File: src/rtl/mux_scan_ctrl_pkg.sv
// Shared types and constants for the channel-mux scan sequencer.
package mux_scan_ctrl_pkg;

    localparam int CHAN_W    = 3;
    localparam int NUM_CHAN  = 8;
    localparam int CNT_W     = 4;
    localparam int DWELL_MIN = 1;
    localparam int DWELL_MAX = 15;

    typedef enum logic [1:0] {
        IDLE   = 2'd0,
        SETTLE = 2'd1,
        HOLD   = 2'd2
    } state_t;

endpackage

File: src/rtl/mux_scan_ctrl_if.sv
// Control, mux-select and sample-output bundle between the scan sequencer and its neighbours.
interface mux_scan_ctrl_if
    import mux_scan_ctrl_pkg::*;
#(
    parameter int DATA_W = 3
);
    logic                start;
    logic [NUM_CHAN-1:0] chan_mask;
    logic [DATA_W-1:0]   mux_in;
    logic                s1;
    logic                s2;
    logic                s3;
    logic [DATA_W-1:0]   out_data;
    logic [CHAN_W-1:0]   out_chan;
    logic                out_valid;
    logic                out_ready;
    logic                busy;
    logic                done;

    modport slave (
        input  start, chan_mask, mux_in, out_ready,
        output s1, s2, s3, out_data, out_chan, out_valid, busy, done
    );

    modport master (
        output start, chan_mask, mux_in, out_ready,
        input  s1, s2, s3, out_data, out_chan, out_valid, busy, done
    );
endinterface

File: src/rtl/mux_scan_ctrl_chan_pick.sv
// Lowest-set-bit priority encoder: picks the next channel to scan from a mask.
module mux_scan_ctrl_chan_pick
    import mux_scan_ctrl_pkg::*;
(
    input  logic [NUM_CHAN-1:0] mask_i,
    output logic [CHAN_W-1:0]   idx_o,
    output logic                any_o
);

    always_comb begin
        idx_o = '0;
        any_o = |mask_i;
        // Descending walk so the lowest set bit is the last write.
        for (int k = NUM_CHAN - 1; k >= 0; k--) begin
            if (mask_i[k]) idx_o = CHAN_W'(k);
        end
    end

endmodule

File: src/rtl/mux_scan_ctrl.sv
// Scans the enabled mux channels in ascending order, dwelling before each capture,
// and hands every sample downstream over valid/ready.
module mux_scan_ctrl
    import mux_scan_ctrl_pkg::*;
#(
    parameter int DATA_W = 3,
    parameter int DWELL  = 2
)(
    input  logic             clk,
    input  logic             rst_n,
    mux_scan_ctrl_if.slave   bus
);

    if (DWELL < DWELL_MIN || DWELL > DWELL_MAX) begin : g_bad_dwell
        $error("mux_scan_ctrl: DWELL out of range");
    end

    localparam logic [CNT_W-1:0] CNT_INIT = CNT_W'(DWELL - 1);

    state_t              state_q, state_d;
    logic [NUM_CHAN-1:0] pend_q,  pend_d;
    logic [CHAN_W-1:0]   sel_q,   sel_d;
    logic [CNT_W-1:0]    cnt_q,   cnt_d;
    logic [DATA_W-1:0]   data_q,  data_d;
    logic [CHAN_W-1:0]   chan_q,  chan_d;
    logic                vld_q,   vld_d;
    logic                busy_q,  busy_d;
    logic                done_q,  done_d;

    logic [NUM_CHAN-1:0] remaining;
    logic [NUM_CHAN-1:0] pick_in;
    logic [CHAN_W-1:0]   pick_idx;
    logic                pick_any;

    // One encoder serves both the start decision and the advance decision.
    assign remaining = pend_q & ~(NUM_CHAN'(1) << sel_q);
    assign pick_in   = (state_q == IDLE) ? bus.chan_mask : remaining;

    mux_scan_ctrl_chan_pick u_pick (
        .mask_i (pick_in),
        .idx_o  (pick_idx),
        .any_o  (pick_any)
    );

    always_comb begin
        state_d = state_q;
        pend_d  = pend_q;
        sel_d   = sel_q;
        cnt_d   = cnt_q;
        data_d  = data_q;
        chan_d  = chan_q;
        vld_d   = vld_q;
        busy_d  = busy_q;
        done_d  = 1'b0;
        case (state_q)
            IDLE: begin
                if (bus.start) begin
                    if (pick_any) begin
                        pend_d  = bus.chan_mask;
                        sel_d   = pick_idx;
                        cnt_d   = CNT_INIT;
                        busy_d  = 1'b1;
                        state_d = SETTLE;
                    end else begin
                        done_d  = 1'b1;
                    end
                end
            end
            SETTLE: begin
                if (cnt_q != '0) begin
                    cnt_d = cnt_q - 1'b1;
                end else begin
                    data_d  = bus.mux_in;
                    chan_d  = sel_q;
                    vld_d   = 1'b1;
                    state_d = HOLD;
                end
            end
            HOLD: begin
                if (vld_q && bus.out_ready) begin
                    vld_d  = 1'b0;
                    pend_d = remaining;
                    if (pick_any) begin
                        sel_d   = pick_idx;
                        cnt_d   = CNT_INIT;
                        state_d = SETTLE;
                    end else begin
                        done_d  = 1'b1;
                        busy_d  = 1'b0;
                        state_d = IDLE;
                    end
                end
            end
            default: state_d = IDLE;
        endcase
    end

    always_ff @(posedge clk or negedge rst_n) begin
        if (!rst_n) begin
            state_q <= IDLE;
            pend_q  <= '0;
            sel_q   <= '0;
            cnt_q   <= '0;
            data_q  <= '0;
            chan_q  <= '0;
            vld_q   <= 1'b0;
            busy_q  <= 1'b0;
            done_q  <= 1'b0;
        end else begin
            state_q <= state_d;
            pend_q  <= pend_d;
            sel_q   <= sel_d;
            cnt_q   <= cnt_d;
            data_q  <= data_d;
            chan_q  <= chan_d;
            vld_q   <= vld_d;
            busy_q  <= busy_d;
            done_q  <= done_d;
        end
    end

    assign bus.s3        = sel_q[2];
    assign bus.s1        = sel_q[1];
    assign bus.s2        = sel_q[0];
    assign bus.out_data  = data_q;
    assign bus.out_chan  = chan_q;
    assign bus.out_valid = vld_q;
    assign bus.busy      = busy_q;
    assign bus.done      = done_q;

endmodule

File: src/flat_wrapper.sv
// flat-port wrapper written by rule: the top's interface ports become plain ports
module mux_scan_ctrl_flat import mux_scan_ctrl_pkg::*;
#(
    parameter int DATA_W = 3,
    parameter int DWELL  = 2
)
  (clk, rst_n, bus_start, bus_chan_mask, bus_mux_in, bus_out_ready, bus_s1, bus_s2, bus_s3, bus_out_data, bus_out_chan, bus_out_valid, bus_busy, bus_done);
  mux_scan_ctrl_if #(.DATA_W(DATA_W)) bus_i ();
  input  logic clk;
  input  logic rst_n;
  input wire logic [$bits(bus_i.start)-1:0] bus_start;
  input wire logic [$bits(bus_i.chan_mask)-1:0] bus_chan_mask;
  input wire logic [$bits(bus_i.mux_in)-1:0] bus_mux_in;
  input wire logic [$bits(bus_i.out_ready)-1:0] bus_out_ready;
  output wire logic [$bits(bus_i.s1)-1:0] bus_s1;
  output wire logic [$bits(bus_i.s2)-1:0] bus_s2;
  output wire logic [$bits(bus_i.s3)-1:0] bus_s3;
  output wire logic [$bits(bus_i.out_data)-1:0] bus_out_data;
  output wire logic [$bits(bus_i.out_chan)-1:0] bus_out_chan;
  output wire logic [$bits(bus_i.out_valid)-1:0] bus_out_valid;
  output wire logic [$bits(bus_i.busy)-1:0] bus_busy;
  output wire logic [$bits(bus_i.done)-1:0] bus_done;
  assign bus_i.start = bus_start;
  assign bus_i.chan_mask = bus_chan_mask;
  assign bus_i.mux_in = bus_mux_in;
  assign bus_i.out_ready = bus_out_ready;
  assign bus_s1 = bus_i.s1;
  assign bus_s2 = bus_i.s2;
  assign bus_s3 = bus_i.s3;
  assign bus_out_data = bus_i.out_data;
  assign bus_out_chan = bus_i.out_chan;
  assign bus_out_valid = bus_i.out_valid;
  assign bus_busy = bus_i.busy;
  assign bus_done = bus_i.done;
  mux_scan_ctrl #(.DATA_W(DATA_W), .DWELL(DWELL)) u_core (.clk(clk), .rst_n(rst_n), .bus(bus_i));
endmodule
File: config.mk
export PLATFORM = sky130hd
export DESIGN_NAME = mux_scan_ctrl_flat
export DESIGN_NICKNAME = d
export VERILOG_FILES = /design/src/rtl/mux_scan_ctrl_pkg.sv /design/src/rtl/mux_scan_ctrl_if.sv /design/src/rtl/mux_scan_ctrl_chan_pick.sv /design/src/rtl/mux_scan_ctrl.sv /design/src/flat_wrapper.sv
export SDC_FILE = /design/constraint.sdc
export NUM_CORES = 1
export LEC_CHECK = 0
export CAP_MARGIN = 5
export CORE_MARGIN = 4
export CORE_UTILIZATION = 33
export CTS_CLUSTER_DIAMETER = 60
export DETAILED_ROUTE_END_ITERATION = 12
export GPL_ROUTABILITY_DRIVEN = 0
export GPL_TIMING_DRIVEN = 0
export PLACE_DENSITY = 0.65
export SLEW_MARGIN = 20
export SYNTH_ARGS = -nofsm -noshare
export SYNTH_HDL_FRONTEND = slang
export SYNTH_SLANG_ARGS = --single-unit
File: constraint.sdc
create_clock -name clk -period 2.2 [get_ports clk]
set_input_delay 0.55 -clock clk [delete_from_list [all_inputs] [get_ports clk]]
set_output_delay 0.55 -clock clk [all_outputs]
set_load 0.03 [all_outputs]
### Word level (Yosys, flattened, before mapping)

Index checks and enable logic that the tools add are counted.

| operators by class | value |
|---|---|
| $add $sub $neg | 1 |
| eq/ne operators | 8 |
| shift-type cells | 1 |
| mux-type cells | 40 |
| bitwise operators | 3 |
| reduce and logical (&&, ||, !) cells | 14 |

Operators by type and width:

| cell | count |
|---|---|
| 2-to-1 mux 3 bit | 11 |
| 2-to-1 mux 8 bit | 4 |
| 2-to-1 mux 4 bit | 4 |
| case mux 8 bit (2 select lines) | 1 |
| case mux 4 bit (3 select lines) | 1 |
| AND reduction 4 bit | 3 |
| 2-to-1 mux 1 bit | 10 |
| AND 8 bit | 1 |
| 2-to-1 mux 2 bit | 4 |
| inverter 8 bit | 1 |
| OR reduction 8 bit | 1 |
| << shifter 1 x 3 -> 8 bit (first input constant) | 1 |
| inequality test 2 x 1 -> 1 bit (second input constant) | 3 |
| inequality test 2 bit (second input constant) | 3 |
| case mux 1 bit (2 select lines) | 3 |
| case mux 2 bit (3 select lines) | 1 |
| case mux 3 bit (2 select lines) | 1 |
| AND reduction 3 bit | 2 |
| AND reduction 5 bit | 1 |
| nonzero test 2 bit | 2 |
| nonzero test 4 bit | 1 |
| subtractor 4 x 1 -> 4 bit (second input constant) | 1 |
| nonzero test 3 bit | 1 |
| == test 2 x 1 -> 1 bit (second input constant) | 1 |
| 5 further kinds | 5 |

| word-level totals | value |
|---|---|
| register bits after elaboration | 26 |
| input bits | 15 |
| output and inout bits | 12 |
| word-level logic and storage cells | 76 |

### Depth between registers and ports, before layout

| depth | value |
|---|---|
| depth after elaboration | 15 |
| depth in mapped cells | 8 |
| gate-level depth less buffers | 8 |

### Hierarchy

Synthesis repeated with hierarchy kept, for this count alone.

| unflattened totals | value |
|---|---|
| cells, all modules | 144 |
| area, all modules | 1490.2 um^2 |

Modules (own cells, without submodules):

| module | instances | cells an instance | area an instance (um^2) | seq. area each (um^2) |
|---|---|---|---|---|
| mux_scan_ctrl | 1 | 131 | 1408.9 | 650.6 |
| mux_scan_ctrl_chan_pick | 1 | 13 | 81.3 | 0.0 |

### Least setup slack after synthesis

Ideal clock, no wire load.

| path | value |
|---|---|
| path type | register to register |
| start | register u_core.sel_q[0] |
| end | register u_core.cnt_q[0] |
| library setup time | 0.140 ns |
| arrival time | 1.932 ns |
| required time | 2.060 ns |
| path slack | 0.128 ns |
| cell stages (with the launch flop) | 8 |
| path buffers | 1 |
| period minus slack after synthesis | 2.072 ns |
| cells stage by stage | dfrtp_1 > buf_2 > nor4b_1 > o32ai_2 > a211oi_4 > nand2_1 > o21bai_2 > a22oi_1 |

| on the way | value |
|---|---|
| word-level cells in the longest chain between the ends | 8 |
| elaborated cells between the ends (all ways) | 9 |
| classes of those cells | shift (1); mux (5); bitwise (2); reduce/logical (1) |

RTL lines:

| what | line | RTL |
|---|---|---|
| from (decl) | mux_scan_ctrl.sv:22 | `logic [CHAN_W-1:0] sel_q, sel_d;` |
| from (signal assigned) | mux_scan_ctrl.sv:112 | `sel_q <= sel_d;` |
| << shifter 1 x 3 -> 8 bit (*) | mux_scan_ctrl.sv:36 | `assign remaining = pend_q & ~(NUM_CHAN'(1) << sel_q);` |
| inverter 8 bit (*) | mux_scan_ctrl.sv:36 |  |
| AND 8 bit (*) | mux_scan_ctrl.sv:36 |  |
| 2-to-1 mux 8 bit (*) | mux_scan_ctrl.sv:37 | `assign pick_in = (state_q == IDLE) ? bus.chan_mask : remaining;` |
| OR reduction 8 bit (*) | mux_scan_ctrl_chan_pick.sv:12 | `any_o = \|mask_i;` |
| 2-to-1 mux 4 bit (*) | n/a |  |
| 2-to-1 mux 4 bit, on equally long branches | n/a |  |
| case mux 4 bit (3 select lines) (*) | n/a |  |
| to (signal assigned) | mux_scan_ctrl.sv:113 | `cnt_q <= cnt_d;` |
| to (decl) | mux_scan_ctrl.sv:23 | `logic [CNT_W-1:0] cnt_q, cnt_d;` |

Mark *: on every way between the ends. The rest lies on a longest branch, timed or not. The select of a mux whose other input is x is not followed.
A chain may end at the register's enable or synchronous reset.

### Worst setup path in the final report

| path | value |
|---|---|
| start | register u_core.sel_q[2] |
| end | register u_core.pend_q[3] |

| on the way | value |
|---|---|
| word-level cells in the longest chain between the ends | 7 |
| elaborated cells between the ends (all ways) | 9 |
| classes of those cells | eq/ne (1); shift (1); mux (3); bitwise (2); reduce/logical (2) |

RTL lines:

| what | line | RTL |
|---|---|---|
| << shifter 1 x 3 -> 8 bit (*) | mux_scan_ctrl.sv:36 |  |
| inverter 8 bit (*) | mux_scan_ctrl.sv:36 |  |
| AND 8 bit (*) | mux_scan_ctrl.sv:36 |  |
| 2-to-1 mux 8 bit | mux_scan_ctrl.sv:37 |  |
| OR reduction 8 bit | mux_scan_ctrl_chan_pick.sv:12 |  |
| inequality test 2 x 1 -> 1 bit (no source line) | n/a |  |
| AND reduction 4 bit (no source line) | n/a |  |
| to (signal assigned) | mux_scan_ctrl.sv:111 | `pend_q <= pend_d;` |
| to (decl) | mux_scan_ctrl.sv:21 | `logic [NUM_CHAN-1:0] pend_q, pend_d;` |

Marks and branches as above.

==> results.md <==
- CTS clk-pin slew, worst paths: 0.10 ns
- Power Internal: 0.00180 W
- F_max: 0.468 GHz
- Peak VDD IR: 606 uV
- PortBufs: 26
- Post-synth EDFFs: 0
- Crit start category: flip-flop
- Worst EP required: 2.33 ns
- # placed instances: 264
- Mapped Avg Cell Area: 9.41 sq um
- Clock latency at the later pin of the worst-skew pair: 0.27 ns
- Warnings from Yosys: 0
- Initial Utilization: 34.1%
- Worst setup path category: flip-flop to flip-flop
- MaxCap Viol Count: 0
- CTS root buf: clkbuf_8
- CP Launch Point: u_core.sel_q[2]
- Layout cells sized above 1: 13.4%
- Clk buf depth: 2
- Flop-to-flop setup slack: 0.06 ns
- Most used cell, CP: buf_4
- Setup WS pre-CTS: -0.195 ns
- Min Tclk post-route: 2.14 ns
- Detailed Route WL: 4.20 mm
- ANT cells: 0
- Clock Power Share: 12.3%
- Comb pwr share: 59.8%
- Hold Path Class: input pin to async pin
- Footprint of the multi-input gates: 928 sq um
- Vias: 1433
- Area growth, synth to finish: 29.3%
- Psw: 0.00152 W
- Final worst-path cycle share: 97.2%
- Worst-margin pin slew: 0.607 ns
- Row count: 25
- Vias in the first global route: 1390
- Clk_skew: 0.00192 ns
- DRC Markers: 0
- Highest routing layer actually used: met4
- Largest net degree at the start of global routing: 27
- Drt first pass iters: 5
- Post-DR wirelength/cell: 15.6 microns
- Final Instance Count excl. Fillers: 269
- Mapped Area: 0.00161 sq mm
- Slowest-stage cell, CP: dfrtp_1
- Met3 wire length: 247 microns
- Routed met2 length: 1.94 mm
- Final setup fails: 0
- Final hold viol count: 0
- Worst relative slew slack: 59.5%
- Max-slew violations: 0
- DRT iter0 DRCs: 69
- Post-Synthesis Net Count: 188
- Sw Share: 45.7%
- Reg2Reg Depth: 8
- Antenna violations before repair: 0
- Dpl hpwl: 3.01 mm
- CP Capture Type: flip-flop
- CTS tree: done
- First-pass GRT wire length: 7.04 mm
- #FFs+latches synth: 26
- Core ar.: 0.00472 sq mm
- Mapped Cells: 171
- Ports: 27
- Pleak: 0.832 nW
- Pwr/cell area: 1590 mW/mm^2
- Total GRT Usage: 14.4%
- Crit path arrival time: 2.26 ns
- Worst r2r dst: u_core.pend_q[3]
- Synth unique cells: 47
- Fill cells: 478
- Overall die width: 77.8 microns
- Die area: 0.00606 sq mm
- TritonCTS buffer count: 3
- RSZ-0062 raised after global routing: yes
- Total Nets Final: 220
- Seq pwr share: 27.9%
- H-tree levels: 1
- ANT nets after route: 0
- Post-synth ARST share: 100%
- Post-synthesis sequential area ratio: 40.4%
- Worst Path Max Fanout: 10
- Cell Chain, Critical Path: buf_4 > nor4b_2 > o32ai_2 > nor2_2 > a211oi_4 > buf_4 > mux2i_1 > a41oi_1
- CP Capture Point: u_core.pend_q[3]
- DRT met1 WL: 1.97 mm
- Synth Flop Type: dfrtp_1
- Clock sinks: 26
- Critical Path Max Stage Delay: 0.48 ns
- DR vias/cell: 5.33
- Chip Height: 77.8 microns
- Status: completed
- Worst Setup Slack, final: 0.0624 ns
- Register Area: 652 sq um
- Remaining global-route overflow: 0
- RR Startpoint: u_core.sel_q[2]
cells in the mapped netlist, drive strengths merged (5+ instances only):
library cell	n	area share (%)
a21oi	14	4.4
a31o	5	2.7
buf	5	2.1
dfrtp	26	40
inv	9	2.1
mux2	5	3.5
mux2i	5	3.1
nand2	10	2.3
nand3	7	2.2
nor2	19	4.6
o21ai	11	3.4
logic make-up after synthesis:
| family | after synthesis | share of synthesized area, % |
|---|---|---|
| buffers and inverters | 18 | 5.13 |
| adders and majority gates | 2 | 1.55 |
| AOI/OAI and AO/OA | 60 | 28.5 |
| and+or+nand+nor | 55 | 17.7 |
| DFF | 26 | 40.4 |
| muxes | 10 | 6.61 |
metrics by stage:
stage / total power [W] / TNS [ns] / hold slack, ns / util [%] / instance area [sq um]
detailed placement: 0.00279 / -1.48 / 0.481 / 41.2 / 1950
finish: 0.00332 / 0 / 0.272 / 44.1 / 2080
global placement: 0.00277 / -1.52 / 0.469 / 41.4 / 1950
floorplan: 0.00226 / 0 / 0.254 / - / 1610
global route: 0.00359 / -0.0295 / 0.303 / 44.1 / 2080
CTS: 0.00321 / 0 / 0.289 / 42.8 / 2020
worst min path at each step:
stage	end	slack, ns
after detailed placement	u_core.bus.out_data[0]	0.48
final	u_core.pend_q[0]	0.27
after global routing	u_core.sel_q[0]	0.30
after CTS	u_core.sel_q[0]	0.29
after floorplan	u_core.bus.busy	0.25
after global placement	u_core.bus.out_chan[2]	0.47
power by group through the flow:
stage	logic (W)	registers (W)	clock network (W)
2_1_floorplan	0.00121	0.00105	0
3_3_place_gp	0.00185	0.000915	0
3_5_place_dp	0.00187	0.000924	0
4_1_cts	0.00188	0.000913	0.000417
5_1_grt	0.00219	0.000960	0.000437
6_report	0.00199	0.000925	0.000407
cell type report:
cell class	instances	area share, %
multi-input combinational	127	44.6
sequential	26	31.3
timing repair buffer	27	12.6
tap	67	4.03
buffer	9	2.35
clock buffer	3	1.98
inverter	9	1.62
clock inverter	1	1.44
placed cells by master (no fill, tap or decap), types with 3 or more instances in the layout:
cell	synthesis	layout
buf_2	3	4
nand3_1	7	7
clkbuf_8	0	3
inv_1	8	8
a31o_1	4	4
nor2_1	18	17
clkbuf_1	4	4
mux2_1	5	5
clkdlybuf4s50_1	0	25
o31ai_1	4	4
nand2_1	10	9
o21ai_0	9	9
a22o_1	3	3
o22ai_1	4	4
dfrtp_1	26	25
a21oi_1	14	14
mux2i_1	5	5
repair_timing:
| item | CTS | global route |
|---|---|---|
| endpoints found under the setup margin | 1 | 13 |
| hold buffers | 0 | 0 |
| pin swaps | 0 | 2 |
| setup buffers | 0 | 1 |
| resized for setup | 1 | 9 |
registers in the layout, summed over array words and instances, names as in the netlist:
| signal | flops |
|---|---|
| u_core.bus.out_valid | 1 |
| u_core.sel_q | 3 |
| u_core.bus.out_data | 3 |
| u_core.cnt_q | 4 |
| u_core.state_q | 2 |
| u_core.bus.out_chan | 3 |
| u_core.pend_q | 8 |
| u_core.bus.done | 1 |
| u_core.bus.busy | 1 |
routing by layer:
metal / vias to the layer above / GRT usage (%)
met5: - / 0
met4: 0 / 3.20
met3: 9 / 3.36
met2: 44 / 22.3
met1: 683 / 20.4
li1: 697 / -
critical path: cells and delay by family (launching register included):
kind / cells / cell delay (ns)
compound gates: 3 / 0.61
buf+inv: 2 / 0.41
flops: 1 / 0.48
mux: 1 / 0.20
simple gates: 2 / 0.30
Note: power is estimated with default switching activity, not from simulation.
